==> src/rtl/cu_pkg.sv <==
// ---------------------------------------------------------------------------
// cu_pkg
// Shared types and constants for the multi-cycle RV32I control unit.
//   state_e    : control FSM states
//   alu_op_e   : ALU operation select encoding
//   imm_src_e  : immediate-format select encoding
//   op_class_e : instruction class derived from the opcode field
// Also holds the legal opcode values, writeback/fault codes and the opcode
// classifier used by the top level in DECODE.
// ---------------------------------------------------------------------------
package cu_pkg;

  typedef enum logic [2:0] {
    ST_RST    = 3'd0,
    ST_FETCH  = 3'd1,
    ST_DECODE = 3'd2,
    ST_EXEC   = 3'd3,
    ST_MEM    = 3'd4,
    ST_WB     = 3'd5,
    ST_FAULT  = 3'd6
  } state_e;

  typedef enum logic [3:0] {
    ALU_ADD   = 4'd0,
    ALU_SUB   = 4'd1,
    ALU_AND   = 4'd2,
    ALU_OR    = 4'd3,
    ALU_XOR   = 4'd4,
    ALU_SLT   = 4'd5,
    ALU_SLTU  = 4'd6,
    ALU_SLL   = 4'd7,
    ALU_SRL   = 4'd8,
    ALU_SRA   = 4'd9,
    ALU_PASSB = 4'd10
  } alu_op_e;

  typedef enum logic [2:0] {
    IMM_I = 3'd0,
    IMM_S = 3'd1,
    IMM_B = 3'd2,
    IMM_U = 3'd3,
    IMM_J = 3'd4
  } imm_src_e;

  typedef enum logic [2:0] {
    CLS_ILLEGAL = 3'd0,
    CLS_R       = 3'd1,
    CLS_I       = 3'd2,
    CLS_LOAD    = 3'd3,
    CLS_STORE   = 3'd4,
    CLS_BRANCH  = 3'd5,
    CLS_JAL     = 3'd6,
    CLS_LUI     = 3'd7
  } op_class_e;

  localparam logic [6:0] OPC_R      = 7'b0110011;
  localparam logic [6:0] OPC_I      = 7'b0010011;
  localparam logic [6:0] OPC_LOAD   = 7'b0000011;
  localparam logic [6:0] OPC_STORE  = 7'b0100011;
  localparam logic [6:0] OPC_BRANCH = 7'b1100011;
  localparam logic [6:0] OPC_JAL    = 7'b1101111;
  localparam logic [6:0] OPC_LUI    = 7'b0110111;

  localparam logic [1:0] RES_ALU = 2'd0;
  localparam logic [1:0] RES_MEM = 2'd1;
  localparam logic [1:0] RES_PC4 = 2'd2;

  localparam logic [1:0] FAULT_NONE    = 2'd0;
  localparam logic [1:0] FAULT_ILLEGAL = 2'd1;
  localparam logic [1:0] FAULT_TIMEOUT = 2'd2;

  // Anything outside the supported subset classifies as illegal.
  function automatic op_class_e classify_opcode(input logic [6:0] opc);
    op_class_e cls;
    case (opc)
      OPC_R:      cls = CLS_R;
      OPC_I:      cls = CLS_I;
      OPC_LOAD:   cls = CLS_LOAD;
      OPC_STORE:  cls = CLS_STORE;
      OPC_BRANCH: cls = CLS_BRANCH;
      OPC_JAL:    cls = CLS_JAL;
      OPC_LUI:    cls = CLS_LUI;
      default:    cls = CLS_ILLEGAL;
    endcase
    return cls;
  endfunction

endpackage

==> src/rtl/alu_decoder.sv <==
// ---------------------------------------------------------------------------
// alu_decoder
// Combinational ALU operation select.
//   op_class : instruction class latched in DECODE
//   funct3   : instr[14:12] latched in DECODE
//   funct7b5 : instr[30] latched in DECODE
//   alu_op   : ALU operation for the EXEC cycle
// ---------------------------------------------------------------------------
module alu_decoder
  import cu_pkg::*;
(
  input  op_class_e  op_class,
  input  logic [2:0] funct3,
  input  logic       funct7b5,
  output alu_op_e    alu_op
);

  // For I-type, instr[30] is part of the immediate, so it only selects SUB
  // for R-type; for shifts it distinguishes SRA/SRAI from SRL/SRLI.
  always_comb begin
    alu_op = ALU_ADD;
    case (op_class)
      CLS_R, CLS_I: begin
        case (funct3)
          3'b000:  alu_op = (op_class == CLS_R && funct7b5) ? ALU_SUB : ALU_ADD;
          3'b001:  alu_op = ALU_SLL;
          3'b010:  alu_op = ALU_SLT;
          3'b011:  alu_op = ALU_SLTU;
          3'b100:  alu_op = ALU_XOR;
          3'b101:  alu_op = funct7b5 ? ALU_SRA : ALU_SRL;
          3'b110:  alu_op = ALU_OR;
          default: alu_op = ALU_AND;
        endcase
      end
      CLS_BRANCH: alu_op = ALU_SUB;
      CLS_LUI:    alu_op = ALU_PASSB;
      default:    alu_op = ALU_ADD;
    endcase
  end

endmodule

==> src/rtl/multicycle_control_unit.sv <==
// ---------------------------------------------------------------------------
// multicycle_control_unit
// Multi-cycle FSM control unit for the RV32I core (FETCH/DECODE/EXEC/MEM/WB)
// with a stalling memory handshake, wait timeout and sticky fault state.
// Inputs : clk, rst_n (async, active low), opcode/funct3/funct7b5 from the
//          IR, EQ/LT/LTU ALU compare flags, mem_ready.
// Outputs: mem_req/MemWrite memory strobes, IRWrite, PCWrite/PCsrc,
//          RegWrite, ALUsrc/ALUctrl/ImmSrc, ResultSrc, instr_retire pulse,
//          fault/fault_code.
// ---------------------------------------------------------------------------
module multicycle_control_unit
  import cu_pkg::*;
#(
  parameter int OP_WIDTH      = 7,
  parameter int ALUCTRL_WIDTH = 4,
  parameter int IMMSRC_WIDTH  = 3,
  parameter int MAX_WAIT      = 15
) (
  input  logic                     clk,
  input  logic                     rst_n,
  input  logic [OP_WIDTH-1:0]      opcode,
  input  logic [2:0]               funct3,
  input  logic                     funct7b5,
  input  logic                     EQ,
  input  logic                     LT,
  input  logic                     LTU,
  input  logic                     mem_ready,
  output logic                     mem_req,
  output logic                     MemWrite,
  output logic                     IRWrite,
  output logic                     PCWrite,
  output logic                     PCsrc,
  output logic                     RegWrite,
  output logic                     ALUsrc,
  output logic [ALUCTRL_WIDTH-1:0] ALUctrl,
  output logic [IMMSRC_WIDTH-1:0]  ImmSrc,
  output logic [1:0]               ResultSrc,
  output logic                     instr_retire,
  output logic                     fault,
  output logic [1:0]               fault_code
);

  localparam int CNT_W = $clog2(MAX_WAIT + 1);

  state_e           state_q, state_d;
  logic [CNT_W-1:0] wait_cnt_q, wait_cnt_d;
  op_class_e        op_class_q, op_class_d;
  logic [2:0]       funct3_q, funct3_d;
  logic             funct7b5_q, funct7b5_d;
  logic             fault_q, fault_d;
  logic [1:0]       fault_code_q, fault_code_d;

  alu_op_e alu_op;
  logic    mem_phase;
  logic    timeout;
  logic    branch_taken;
  logic    branch_bad;

  // Instruction fields are captured in DECODE so EXEC/MEM/WB outputs depend
  // only on registered state, never on the live IR inputs.
  alu_decoder u_alu_decoder (
    .op_class (op_class_q),
    .funct3   (funct3_q),
    .funct7b5 (funct7b5_q),
    .alu_op   (alu_op)
  );

  assign mem_phase = (state_q == ST_FETCH) || (state_q == ST_MEM);

  // The counter holds the number of stalled cycles already seen, so a
  // ready response in the cycle the count reaches MAX_WAIT still wins.
  assign timeout = mem_phase && !mem_ready && (wait_cnt_q == CNT_W'(MAX_WAIT));

  // funct3[0] inverts the base comparison; 010/011 are not branch encodings.
  always_comb begin
    branch_taken = 1'b0;
    branch_bad   = 1'b0;
    case (funct3_q)
      3'b000:  branch_taken = EQ;
      3'b001:  branch_taken = !EQ;
      3'b100:  branch_taken = LT;
      3'b101:  branch_taken = !LT;
      3'b110:  branch_taken = LTU;
      3'b111:  branch_taken = !LTU;
      default: branch_bad   = 1'b1;
    endcase
  end

  always_ff @(posedge clk or negedge rst_n) begin
    if (!rst_n) begin
      state_q      <= ST_RST;
      wait_cnt_q   <= '0;
      op_class_q   <= CLS_ILLEGAL;
      funct3_q     <= 3'd0;
      funct7b5_q   <= 1'b0;
      fault_q      <= 1'b0;
      fault_code_q <= FAULT_NONE;
    end else begin
      state_q      <= state_d;
      wait_cnt_q   <= wait_cnt_d;
      op_class_q   <= op_class_d;
      funct3_q     <= funct3_d;
      funct7b5_q   <= funct7b5_d;
      fault_q      <= fault_d;
      fault_code_q <= fault_code_d;
    end
  end

  always_comb begin
    state_d      = state_q;
    wait_cnt_d   = '0;
    op_class_d   = op_class_q;
    funct3_d     = funct3_q;
    funct7b5_d   = funct7b5_q;
    fault_d      = fault_q;
    fault_code_d = fault_code_q;

    // Counter is zero unless a memory phase is actively stalling.
    if (mem_phase && !mem_ready && !timeout) begin
      wait_cnt_d = wait_cnt_q + 1'b1;
    end

    case (state_q)
      ST_RST: state_d = ST_FETCH;

      ST_FETCH: begin
        if (mem_ready) begin
          state_d = ST_DECODE;
        end else if (timeout) begin
          state_d      = ST_FAULT;
          fault_d      = 1'b1;
          fault_code_d = FAULT_TIMEOUT;
        end
      end

      ST_DECODE: begin
        op_class_d = classify_opcode(opcode[6:0]);
        funct3_d   = funct3;
        funct7b5_d = funct7b5;
        if (classify_opcode(opcode[6:0]) == CLS_ILLEGAL) begin
          state_d      = ST_FAULT;
          fault_d      = 1'b1;
          fault_code_d = FAULT_ILLEGAL;
        end else begin
          state_d = ST_EXEC;
        end
      end

      ST_EXEC: begin
        case (op_class_q)
          CLS_R, CLS_I, CLS_JAL, CLS_LUI: state_d = ST_WB;
          CLS_LOAD, CLS_STORE:            state_d = ST_MEM;
          CLS_BRANCH: begin
            if (branch_bad) begin
              state_d      = ST_FAULT;
              fault_d      = 1'b1;
              fault_code_d = FAULT_ILLEGAL;
            end else begin
              state_d = ST_FETCH;
            end
          end
          default: begin
            state_d      = ST_FAULT;
            fault_d      = 1'b1;
            fault_code_d = FAULT_ILLEGAL;
          end
        endcase
      end

      ST_MEM: begin
        if (mem_ready) begin
          state_d = (op_class_q == CLS_LOAD) ? ST_WB : ST_FETCH;
        end else if (timeout) begin
          state_d      = ST_FAULT;
          fault_d      = 1'b1;
          fault_code_d = FAULT_TIMEOUT;
        end
      end

      ST_WB:    state_d = ST_FETCH;
      ST_FAULT: state_d = ST_FAULT;
      default:  state_d = ST_RST;
    endcase
  end

  // Moore decode of the current state; the only live-input terms are the
  // memory-ready qualifiers and the branch flags in EXEC.
  always_comb begin
    mem_req      = 1'b0;
    MemWrite     = 1'b0;
    IRWrite      = 1'b0;
    PCWrite      = 1'b0;
    PCsrc        = 1'b0;
    RegWrite     = 1'b0;
    ALUsrc       = 1'b0;
    ALUctrl      = '0;
    ImmSrc       = '0;
    ResultSrc    = RES_ALU;
    instr_retire = 1'b0;
    fault        = fault_q;
    fault_code   = fault_code_q;

    case (state_q)
      ST_FETCH: begin
        mem_req = 1'b1;
        if (mem_ready) begin
          IRWrite = 1'b1;
          PCWrite = 1'b1;
        end
      end

      ST_EXEC: begin
        ALUctrl = ALUCTRL_WIDTH'(alu_op);
        case (op_class_q)
          CLS_I: begin
            ALUsrc = 1'b1;
            ImmSrc = IMMSRC_WIDTH'(IMM_I);
          end
          CLS_LOAD: begin
            ALUsrc = 1'b1;
            ImmSrc = IMMSRC_WIDTH'(IMM_I);
          end
          CLS_STORE: begin
            ALUsrc = 1'b1;
            ImmSrc = IMMSRC_WIDTH'(IMM_S);
          end
          CLS_BRANCH: begin
            ImmSrc = IMMSRC_WIDTH'(IMM_B);
            if (!branch_bad) begin
              PCWrite      = branch_taken;
              PCsrc        = branch_taken;
              instr_retire = 1'b1;
            end
          end
          CLS_JAL: begin
            PCWrite = 1'b1;
            PCsrc   = 1'b1;
            ImmSrc  = IMMSRC_WIDTH'(IMM_J);
          end
          CLS_LUI: begin
            ALUsrc = 1'b1;
            ImmSrc = IMMSRC_WIDTH'(IMM_U);
          end
          default: ;
        endcase
      end

      ST_MEM: begin
        mem_req  = 1'b1;
        MemWrite = (op_class_q == CLS_STORE);
        if (mem_ready && op_class_q == CLS_STORE) begin
          instr_retire = 1'b1;
        end
      end

      ST_WB: begin
        RegWrite     = 1'b1;
        instr_retire = 1'b1;
        case (op_class_q)
          CLS_LOAD: ResultSrc = RES_MEM;
          CLS_JAL:  ResultSrc = RES_PC4;
          default:  ResultSrc = RES_ALU;
        endcase
      end

      default: ;
    endcase
  end

endmodule

==> config.mk <==
export PLATFORM = sky130hd
export DESIGN_NAME = multicycle_control_unit
export DESIGN_NICKNAME = d
export VERILOG_FILES = /design/src/rtl/cu_pkg.sv /design/src/rtl/alu_decoder.sv /design/src/rtl/multicycle_control_unit.sv
export SDC_FILE = /design/constraint.sdc
export NUM_CORES = 1
export LEC_CHECK = 0
export ABC_AREA = 1
export BUFFER_PORTS_ARGS = -buffer_cell sky130_fd_sc_hd__buf_2
export CORE_MARGIN = 2
export CORE_UTILIZATION = 51
export CTS_CLUSTER_DIAMETER = 80
export CTS_CLUSTER_SIZE = 25
export DETAILED_ROUTE_END_ITERATION = 8
export HOLD_SLACK_MARGIN = 0.03
export PLACE_DENSITY = 0.85
export SLEW_MARGIN = 20
export SYNTH_ARGS = -nofsm -noshare
export SYNTH_HDL_FRONTEND = slang
export SYNTH_SLANG_ARGS = --single-unit
export TNS_END_PERCENT = 5
==> constraint.sdc <==
create_clock -name clk -period 1.63 [get_ports clk]
set_input_delay 0.4075 -clock clk [delete_from_list [all_inputs] [get_ports clk]]
set_output_delay 0.4075 -clock clk [all_outputs]
set_load 0.03 [all_outputs]
==> results of run 1 <==
==> worst max-delay path: cells and delay by family, from the launching register on <==
| family | cells | cell delay, ns |
|---|---|---|
| compound gates | 1 | 0.18 |
| flops | 1 | 0.41 |
| buf+inv | 2 | 0.23 |
| simple gates | 4 | 0.52 |
==> per-layer routing <==
metal	vias to the layer above	routed length (µm)	track usage [%]
met1	693	1410	32.6
met2	98	1980	52.3
met3	8	304	3.39
met5	-	0	0
met4	0	51	8.55
li1	736	-	-
==> power groups by stage <==
| stage | Clock (W) | Combinational (W) | Sequential (W) |
|---|---|---|---|
| 6_report | 0.000236 | 0.00186 | 0.000737 |
| 4_1_cts | 0.000231 | 0.00172 | 0.000719 |
| 3_3_place_gp | 0 | 0.00151 | 0.000699 |
| 2_1_floorplan | 0 | 0.000963 | 0.000719 |
| 3_5_place_dp | 0 | 0.00154 | 0.000707 |
| 5_1_grt | 0.000253 | 0.00202 | 0.000750 |
==> cells by family after synthesis <==
kind of cell,Yosys count,synth area share (%)
AND/OR/NAND/NOR,112,39.4
buffers and inverters,28,9.81
AO/OA/AOI/OAI,27,12.9
flip-flops,17,34.7
XOR/XNOR,3,2.15
adder cells (fa/ha/maj),1,1.02
==> area by class of cell <==
type                       count  area [µm²]
clock buffer                   3        22.5
clock inverter                 1        5.00
fill                         143         445
inverter                      25        93.8
multi-input combinational    143         772
sequential                    17         427
tap                           28        35.0
timing repair buffer          61         433
==> cell usage after synthesis (2+ instances only) <==
library cell and instances:
a21oi_1 5, and3_1 2, dfrtp_1 17, inv_1 23
inv_2 2, nand2_1 46, nand2_2 3, nand3_1 19
nand4_1 3, nor2_1 32, nor2_2 2, nor3_1 3
o21ai_0 14, o21bai_1 3, xnor2_1 2
==> per-stage QoR <==
step           cell area (µm²)  hold WS (ns)  setup TNS [ns]
5_1_grt                   1790        0.0378           -4.87
2_1_floorplan             1240         0.112          -0.641
3_3_place_gp              1590         0.351         -0.0390
4_1_cts                   1750        0.0332           -2.82
3_5_place_dp              1590         0.351          -0.189
6_report                  1790        0.0107           -3.72
==> final timing paths <==
kind	to	slack, ns
max	PCWrite	-0.43
min	state_q[1]	0.01
max reg2reg	funct3_q[0]	0.09
min reg2reg	fault	0.47
max in group asynchronous	state_q[0]	1.32
min in group clk	funct7b5_q	0.31
==> what timing repair did <==
action	in CTS	in global routing
setup endpoints to repair	17	20
setup buffers	2	1
gates resized for setup	42	8
hold buffers	0	0
pin swaps	5	2
==> registers in the layout, indices dropped and copies added, names as in the netlist <==
| register | flops |
|---|---|
| wait_cnt_q | 4 |
| funct3_q | 3 |
| op_class_q | 3 |
| state_q | 3 |
| fault_code | 2 |
| fault | 1 |
| funct7b5_q | 1 |
==> flow_summary_export.csv, run 1 <==
group,metric,value,unit
yosys,synth_seq_cells,17,
run_status,violations,"setup timing",
sta,setup_viol,17,
clock_tree,cts.clk_slew.worst_paths,0.10,ns
sta,rsz0062_at_grt,"yes",
worst_setup_path,cp-start-kind,"flip-flop",
worst_setup_path,cp_max_fo,3,
clock_tree,cts_tree,"yes",
final_layout,final_common_cell,"nand2_1",
yosys,synth.distinct_cells,27,
yosys,ys_seq_area_share,34.7,%
final_layout,final_util,80.1,%
global_route,antenna_found_initial,0,
yosys,synth_area_leaders,"dfrtp_1 (35%), nand2_1 (14%), nor2_1 (9.8%)",
detailed_routing,vias,1535,
placed_design,hpwlAfterDp,2.51,mm
final_layout,diodes,0,
placed_design,place_inst,271,
worst_setup_path,critPathSlowestCell,"dfrtp_1",
placed_design,pre_cts_slack,-0.0662,ns
power,swShare,50.0,%
global_route,grt_max_degree,18,
sta,max_freq,486,MHz
final_layout,drive_gt1_share,39.2,%
power,p_sw,0.00141,W
clock_tree,cts-root-buf,"clkbuf_4",
worst_setup_path,timing.critical_path.arrival,1.65,ns
clock_tree,clk_latency,0.30,ns
global_route,overflow,0,
clock_tree,ctsHtreeMaxLevel,1,
power,pwr-share-comb,65.6,%
yosys,synth_top_flop_cell,"dfrtp_1",
detailed_routing,drc,0,
yosys,async_flop_share,100,%
worst_setup_path,crit_type,"reg2out",
yosys,yosys_warnings,0,
yosys,syn_area,0.00122,mm²
die,die_h,53.0,µm
die,num_io_pins,37,
yosys,synth_nets,206,
clock_tree,clockBufferDepth,2,
sta,worst_pin_slew,0.394,ns
yosys,syn_inst,188,
power,power.leakage,0.949,nW
yosys,syn_avg_cell_area,6.52,µm²
sta,finalClockSkew,0.00558,ns
detailed_routing,via_per_inst,5.52,
worst_setup_path,r2r_cells,7,
detailed_routing,drt_iter0_drc,61,
power,clkPwrFrac,8.3,%
final_layout,fin_nets,269,
placed_design,place_congestion,0.846,
sta,relSlewSlack,73.7,%
die,rows,17,
die,placeableCoreArea,0.00223,mm²
worst_setup_path,crit_chain,"inv_2 -> nand3_1 -> nor2_2 -> nand2_1 -> o21bai_1 -> nand3b_1 -> buf_6",
worst_setup_path,cp-startpoint,"op_class_q[1]",
sta,fin_ws,-0.428,ns
global_route,grt_pass1_vias,1394,
detailed_routing,drt_first_pass_iters,5,
global_route,grt_pass1_wl,5.72,mm
run,maxCapViolations,0,
die,initial_core_util,54.8,%
detailed_routing,wirelength,3.75,mm
power,p_int,0.00142,W
sta,fin_crit_sh,126,%
power,powerDensity,1580,mW/mm²
worst_setup_path,slowest_delay,0.41,ns
final_layout,instances_no_fill,278,
power,p_total,0.00283,W
placed_design,portBuffers,36,
sta,hold_viol,0,
clock_tree,clock_sinks,17,
yosys,yosysTopAreaCell,"dfrtp_1",
sta,drv_slew,0,
global_route,track_usage,27.9,%
run_status,status,"complete, but fails checks",
final_layout,final_cell_mix,"nand2_1 (43), buf_4 (36), nor2_1 (25), inv_1 (19), buf_2 (19)",
worst_setup_path,critPathCaptureType,"output port",
power,power.share.sequential,26.1,%
sta,fin_crit,2.06,ns
detailed_routing,wl_per_cell,13.5,µm
clock_tree,cts-buffers-inserted,3,
die,die_w,53.0,µm
die,dieArea,0.00281,mm²
yosys,synth_top_area_share,34.7,%
worst_setup_path,required,1.22,ns
min_path,hp-class,"in2async",
yosys,synth_edf_count,0,
worst_setup_path,r2r_start,"state_q[1]",
detailed_routing,ant_nets,0,
power,worst_ir_drop_vdd,1.22,mV
final_layout,area_growth,46.0,%
No activity file was read; power rests on OpenSTA's default activity.
==> run 2: changes to the inputs <==
--- a/config.mk
+++ b/config.mk
@@ -13,6 +13,7 @@
 export CTS_CLUSTER_SIZE = 25
 export DETAILED_ROUTE_END_ITERATION = 8
 export HOLD_SLACK_MARGIN = 0.03
+export MAX_ROUTING_LAYER = met4
 export PLACE_DENSITY = 0.85
 export SLEW_MARGIN = 20
 export SYNTH_ARGS = -nofsm -noshare
==> constraint.sdc (replaced) <==
create_clock -name clk -period 1.63 [get_ports clk]
set_input_delay 0.163 -clock clk [delete_from_list [all_inputs] [get_ports clk]]
set_output_delay 0.163 -clock clk [all_outputs]
set_load 0.03 [all_outputs]
==> run 2 against run 1 <==
The run still ends with setup timing left. Maximum frequency up 13%. Clock power down 2%. Final area down 2.6%. Final cell count down 2.5%. Sequential share of layout area up 0.99 points. First-iteration DRC count up 93%. Global-route usage up 1.1 points. Sequential power up 13%. Non-clock buffer count down 7. Utilization down 2.1 points. Register-to-register slack worse by 0.10 ns. Clock skew up 0.013 ns. Critical path type unchanged.
==> flow_summary_export.csv, run 2 (synthesis results as in run 1) <==
group,metric,value,unit
global_route,antenna_found_initial,0,
worst_setup_path,required,1.47,ns
min_path,hold_path_end,"funct7b5_q",
worst_setup_path,r2r-end,"fault_code[1]",
sta,tns,-0.714,ns
placed_design,place_congestion,0.983,
detailed_routing,vias,1616,
detailed_routing,wl_per_cell,15.7,µm
power,p_total,0.00297,W
global_route,grt_pass1_vias,1427,
worst_setup_path,cp-startpoint,"funct3_q[1]",
sta,fin_crit,1.82,ns
power,powerDensity,1700,mW/mm²
worst_setup_path,critPathCaptureType,"output port",
clock_tree,clockBufferDepth,2,
final_layout,largest_reg_flops,4,
worst_setup_path,r2r_start,"op_class_q[2]",
detailed_routing,drc,0,
sta,setup_viol,11,
min_path,hp-class,"in2reg",
clock_tree,cts-buffers-inserted,3,
die,rows,17,
power,power.leakage,0.908,nW
clock_tree,cts-root-buf,"clkbuf_4",
worst_setup_path,crit_type,"reg2out",
final_layout,area_growth,42.2,%
worst_setup_path,timing.reg2reg.setup_slack,-0.01,ns
global_route,overflow,0,
worst_setup_path,timing.critical_path.arrival,1.66,ns
run_status,violations,"setup timing",
global_route,grt_pass1_wl,5.81,mm
run_status,status,"complete, but fails checks",
die,dieArea,0.00281,mm²
final_layout,multi_input_area,781,µm²
power,worst_ir_drop_vdd,0.954,mV
final_layout,regMostFlops,"wait_cnt_q",
clock_tree,cts.clk_slew.worst_paths,0.09,ns
min_path,worstHoldPathCells,3,
worst_setup_path,r2r_cells,9,
sta,hold_viol,0,
sta,fin_ws,-0.194,ns
die,num_io_pins,37,
final_layout,final_cell_mix,"nand2_1 (42), nor2_1 (25), buf_2 (25), buf_4 (21), inv_1 (18)",
final_layout,regArea,433,µm²
detailed_routing,via_per_inst,5.96,
sta,finalClockSkew,0.0182,ns
detailed_routing,ant_nets,0,
global_route,grt_max_degree,18,
clock_tree,clk_latency,0.30,ns
placed_design,hpwlAfterDp,2.15,mm
final_layout,fin_nets,262,
detailed_routing,drt_first_pass_iters,7,
die,placeableCoreArea,0.00223,mm²
sta,drv_slew,0,
final_layout,diodes,0,
final_layout,drive_gt1_share,40.3,%
clock_tree,ctsHtreeMaxLevel,1,
sta,rsz0062_at_grt,"yes",
sta,relSlewSlack,73.7,%
placed_design,portBuffers,36,
final_layout,final_common_cell,"nand2_1",
die,initial_core_util,54.8,%
clock_tree,clock_sinks,17,
detailed_routing,wirelength,4.26,mm
sta,fin_crit_sh,112,%
run,maxCapViolations,0,
detailed_routing,drt_iter0_drc,118,
die,die_w,53.0,µm
die,die_h,53.0,µm
final_layout,fill_cells,150,
min_path,hold_path_startpoint,"funct7b5",
clock_tree,cts_tree,"yes",
global_route,track_usage,28.9,%
worst_setup_path,cp_max_fo,4,
worst_setup_path,cp-start-kind,"flip-flop",
sta,max_freq,548,MHz
sta,worst_pin_slew,0.395,ns
==> run 2: cell count changes in the layout (fill, tap and decap cells not counted), sizes merged <==
cell         change
clkbuf           +2
buf             -10
dlygate4sd3      +1
==> run 2: how the worst max path moves through the flow <==
stage	to
3_5_place_dp	PCWrite
2_1_floorplan	PCWrite
3_3_place_gp	PCWrite
6_report	ALUctrl[0]
4_1_cts	ALUctrl[0]
5_1_grt	PCWrite
==> run 2: cell type report <==
cell class / instances / area share, %
clock buffer: 3 / 1.29
timing repair buffer: 54 / 20.9
multi-input combinational: 143 / 44.8
tap: 28 / 2.01
inverter: 25 / 5.82
sequential: 17 / 24.9
clock inverter: 1 / 0.287
==> run 2: repair_timing <==
| action | 4_1_cts | 5_1_grt |
|---|---|---|
| setup buffers | 10 | 4 |
| endpoints found under the setup margin | 11 | 16 |
| resized for setup | 31 | 32 |
| endpoints found under the hold margin | 17 | 0 |
| hold buffers | 1 | 0 |
| pin swaps | 7 | 7 |
==> run 2: layer usage <==
| layer | global-route usage, % | share of wire [%] | vias to the layer above |
|---|---|---|---|
| met3 | 4.80 | 11 | 39 |
| li1 | - | - | 719 |
| met1 | 32.1 | 39 | 721 |
| met5 | - | 0 | - |
| met4 | 17.1 | 4.7 | 0 |
| met2 | 48.8 | 46 | 137 |
==> run 2: power breakdown <==
part           switching (W)  internal, W
logic                0.00119     0.000714
registers           0.000253     0.000580
clock network       0.000139    0.0000915
==> run 2: per-stage QoR <==
step	setup slack [ns]	utilization (%)	hold WS (ns)	std cells	area, µm²
after floorplan	0.0228	-	-0.133	188	1230
after global routing	-0.228	78.0	0.0894	271	1740
after global placement	0.103	64.4	0.0966	252	1440
final	-0.194	78.0	0.0630	271	1740
after CTS	-0.0757	72.9	0.0627	267	1630
after detailed placement	0.0825	64.4	0.103	252	1440
==> run 2: worst max-delay path, cell delays in order (launching register included) <==
cell	delay, ns
dfrtp_2	0.48
nor2_4	0.16
nand2_2	0.08
nor2_2	0.11
o21ai_1	0.09
nand2_1	0.10
nand2_1	0.07
a21oi_2	0.14
buf_6	0.14
==> run 3: changes to the inputs <==
==> constraint.sdc (replaced) <==
create_clock -name clk -period 1.63 [get_ports clk]
set_input_delay 0.326 -clock clk [delete_from_list [all_inputs] [get_ports clk]]
set_output_delay 0.326 -clock clk [all_outputs]
set_load 0.03 [all_outputs]
==> run 3 against run 2 <==
The flow still finishes with violations (setup timing). Clock-buffer cell count did not move. Sequential share of layout area fell by 0.90 points. Maximum frequency fell by 7.6%. Via count fell by 6.3%. Clock power barely moved. Non-clock buffer count rose by 3. Worst hold slack improved by 0.16 ns. Critical path type unchanged.
==> flow_summary_export.csv, run 3 (synthesis results as in run 1) <==
group,metric,value,unit
final_layout,final_common_cell,"nand2_1",
power,p_int,0.00141,W
detailed_routing,drc,0,
run_status,violations,"setup timing",
placed_design,place_congestion,0.942,
die,rows,17,
worst_setup_path,timing.critical_path.arrival,1.65,ns
placed_design,portBuffers,36,
worst_setup_path,slowest_delay,0.47,ns
global_route,overflow,0,
power,p_sw,0.00148,W
die,num_io_pins,37,
clock_tree,cts.clk_slew.worst_paths,0.11,ns
clock_tree,ctsHtreeMaxLevel,1,
power,power.leakage,0.927,nW
worst_setup_path,crit_type,"reg2out",
clock_tree,clock_sinks,17,
clock_tree,cts-root-buf,"clkbuf_4",
power,p_total,0.00289,W
global_route,grt_pass1_vias,1260,
final_layout,fin_nets,265,
global_route,grt_max_degree,18,
final_layout,largest_reg_flops,4,
sta,max_freq,506,MHz
sta,rsz0062_at_grt,"yes",
final_layout,regMostFlops,"wait_cnt_q",
die,die_h,53.0,µm
detailed_routing,drt_iter0_drc,54,
worst_setup_path,cp_top_family,"simple AND/OR/NAND/NOR gates",
die,initial_core_util,54.8,%
sta,relSlewSlack,73.3,%
power,swShare,51.3,%
final_layout,diodes,0,
sta,fin_crit_sh,121,%
final_layout,drive_gt1_share,43.1,%
worst_setup_path,r2r-end,"fault_code[0]",
power,powerDensity,1600,mW/mm²
run_status,status,"complete, but fails checks",
min_path,worstHoldPathCells,3,
placed_design,pre_cts_slack,-0.0137,ns
worst_setup_path,r2r_cells,11,
sta,holdWs,0.224,ns
sta,fin_ws,-0.345,ns
sta,tns,-2.62,ns
worst_setup_path,cp-start-kind,"flip-flop",
clock_tree,clk_latency,0.29,ns
sta,worst_pin_slew,0.401,ns
die,die_w,53.0,µm
detailed_routing,drt_first_pass_iters,4,
sta,hold_viol,0,
power,worst_ir_drop_vdd,0.918,mV
sta,setup_viol,16,
clock_tree,cts-buffers-inserted,3,
worst_setup_path,critPathSlowestCell,"dfrtp_2",
clock_tree,clockBufferDepth,2,
worst_setup_path,required,1.30,ns
placed_design,hpwlAfterDp,2.29,mm
worst_setup_path,cpMostUsedCell,"nand2_1",
clock_tree,cts_tree,"yes",
worst_setup_path,timing.reg2reg.setup_slack,0.04,ns
run,maxCapViolations,0,
worst_setup_path,critPathCaptureType,"output port",
detailed_routing,vias,1515,
die,placeableCoreArea,0.00223,mm²
final_layout,final_util,80.9,%
die,dieArea,0.00281,mm²
min_path,hp-class,"in2reg",
min_path,hold_path_startpoint,"funct7b5",
power,power.share.sequential,27.2,%
final_layout,final_cell_mix,"nand2_1 (42), buf_4 (28), nor2_1 (24), buf_2 (19), inv_1 (16)",
worst_setup_path,worst-path-buf-inv,1,
detailed_routing,wirelength,3.92,mm
detailed_routing,ant_nets,0,
global_route,antenna_found_initial,0,
global_route,grt_pass1_wl,5.21,mm
sta,drv_slew,0,
global_route,track_usage,26.2,%
detailed_routing,via_per_inst,5.53,
detailed_routing,wl_per_cell,14.3,µm
sta,finalClockSkew,0.00413,ns
final_layout,area_growth,47.5,%
worst_setup_path,r2r_start,"op_class_q[2]",
worst_setup_path,cp_max_fo,5,
sta,fin_crit,1.98,ns
power,clkPwrFrac,8.0,%
worst_setup_path,crit_chain,"nor2_4 -> nand2_2 -> nor2_2 -> o21ai_1 -> nand2_1 -> nand2_1 -> a21oi_2 -> buf_6",
min_path,hold_path_end,"funct7b5_q",
power,pwr-share-comb,64.8,%
-- run 3: cell type report --
type	instances	area [µm²]
Tap cell	28	35.0
Multi-Input combinational cell	143	793
Clock buffer	3	22.5
Clock inverter	1	5.00
Fill cell	139	427
Sequential cell	17	433
Timing Repair Buffer	57	422
Inverter	25	96.3
-- run 3: power by group through the flow --
stage | Clock, W | Sequential (W) | Combinational (W)
6_report | 0.000231 | 0.000787 | 0.00187
3_3_place_gp | 0 | 0.000709 | 0.00136
4_1_cts | 0.000234 | 0.000721 | 0.00151
2_1_floorplan | 0 | 0.000719 | 0.000963
3_5_place_dp | 0 | 0.000715 | 0.00137
5_1_grt | 0.000254 | 0.000801 | 0.00201
-- run 3: worst max-delay path by stage --
stage / startpoint / cells past startpoint / end
finish: funct3_q[1] / 8 / ALUctrl[0]
global route: funct3_q[1] / 8 / ALUctrl[0]
CTS: funct3_q[0] / 8 / ALUctrl[0]
detailed placement: funct3_q[1] / 8 / PCWrite
global placement: funct3_q[1] / 8 / PCWrite
floorplan: funct3_q[2] / 8 / ALUctrl[0]
-- run 3: per-layer routing --
layer  track usage [%]  vias up  part of all wire (%)
met5                 -        -                     0
met4              12.8        0                   1.7
met3              3.67        6                   6.9
met2              42.9       76                    52
met1              31.6      702                    39
li1                  -      731                     -
-- run 3: timing repair --
item | CTS | global route
resized for setup | 28 | 40
endpoints found under the hold margin | 17 | 0
endpoints found under the setup margin | 16 | 19
hold buffers | 1 | 0
pin swaps | 4 | 10
buffers inserted | 5 | 4
gates cloned | 0 | 0
-- run 3: worst min-delay path, stage by stage --
cell,delay (ns)
buf_2,0.08
nand2_1,0.04
nand2_1,0.05
-- run 3: through the flow --
stage               std cells  area, µm²
finish                    274       1810
global route              274       1810
CTS                       270       1660
detailed placement        260       1520
global placement          260       1520
floorplan                 188       1240
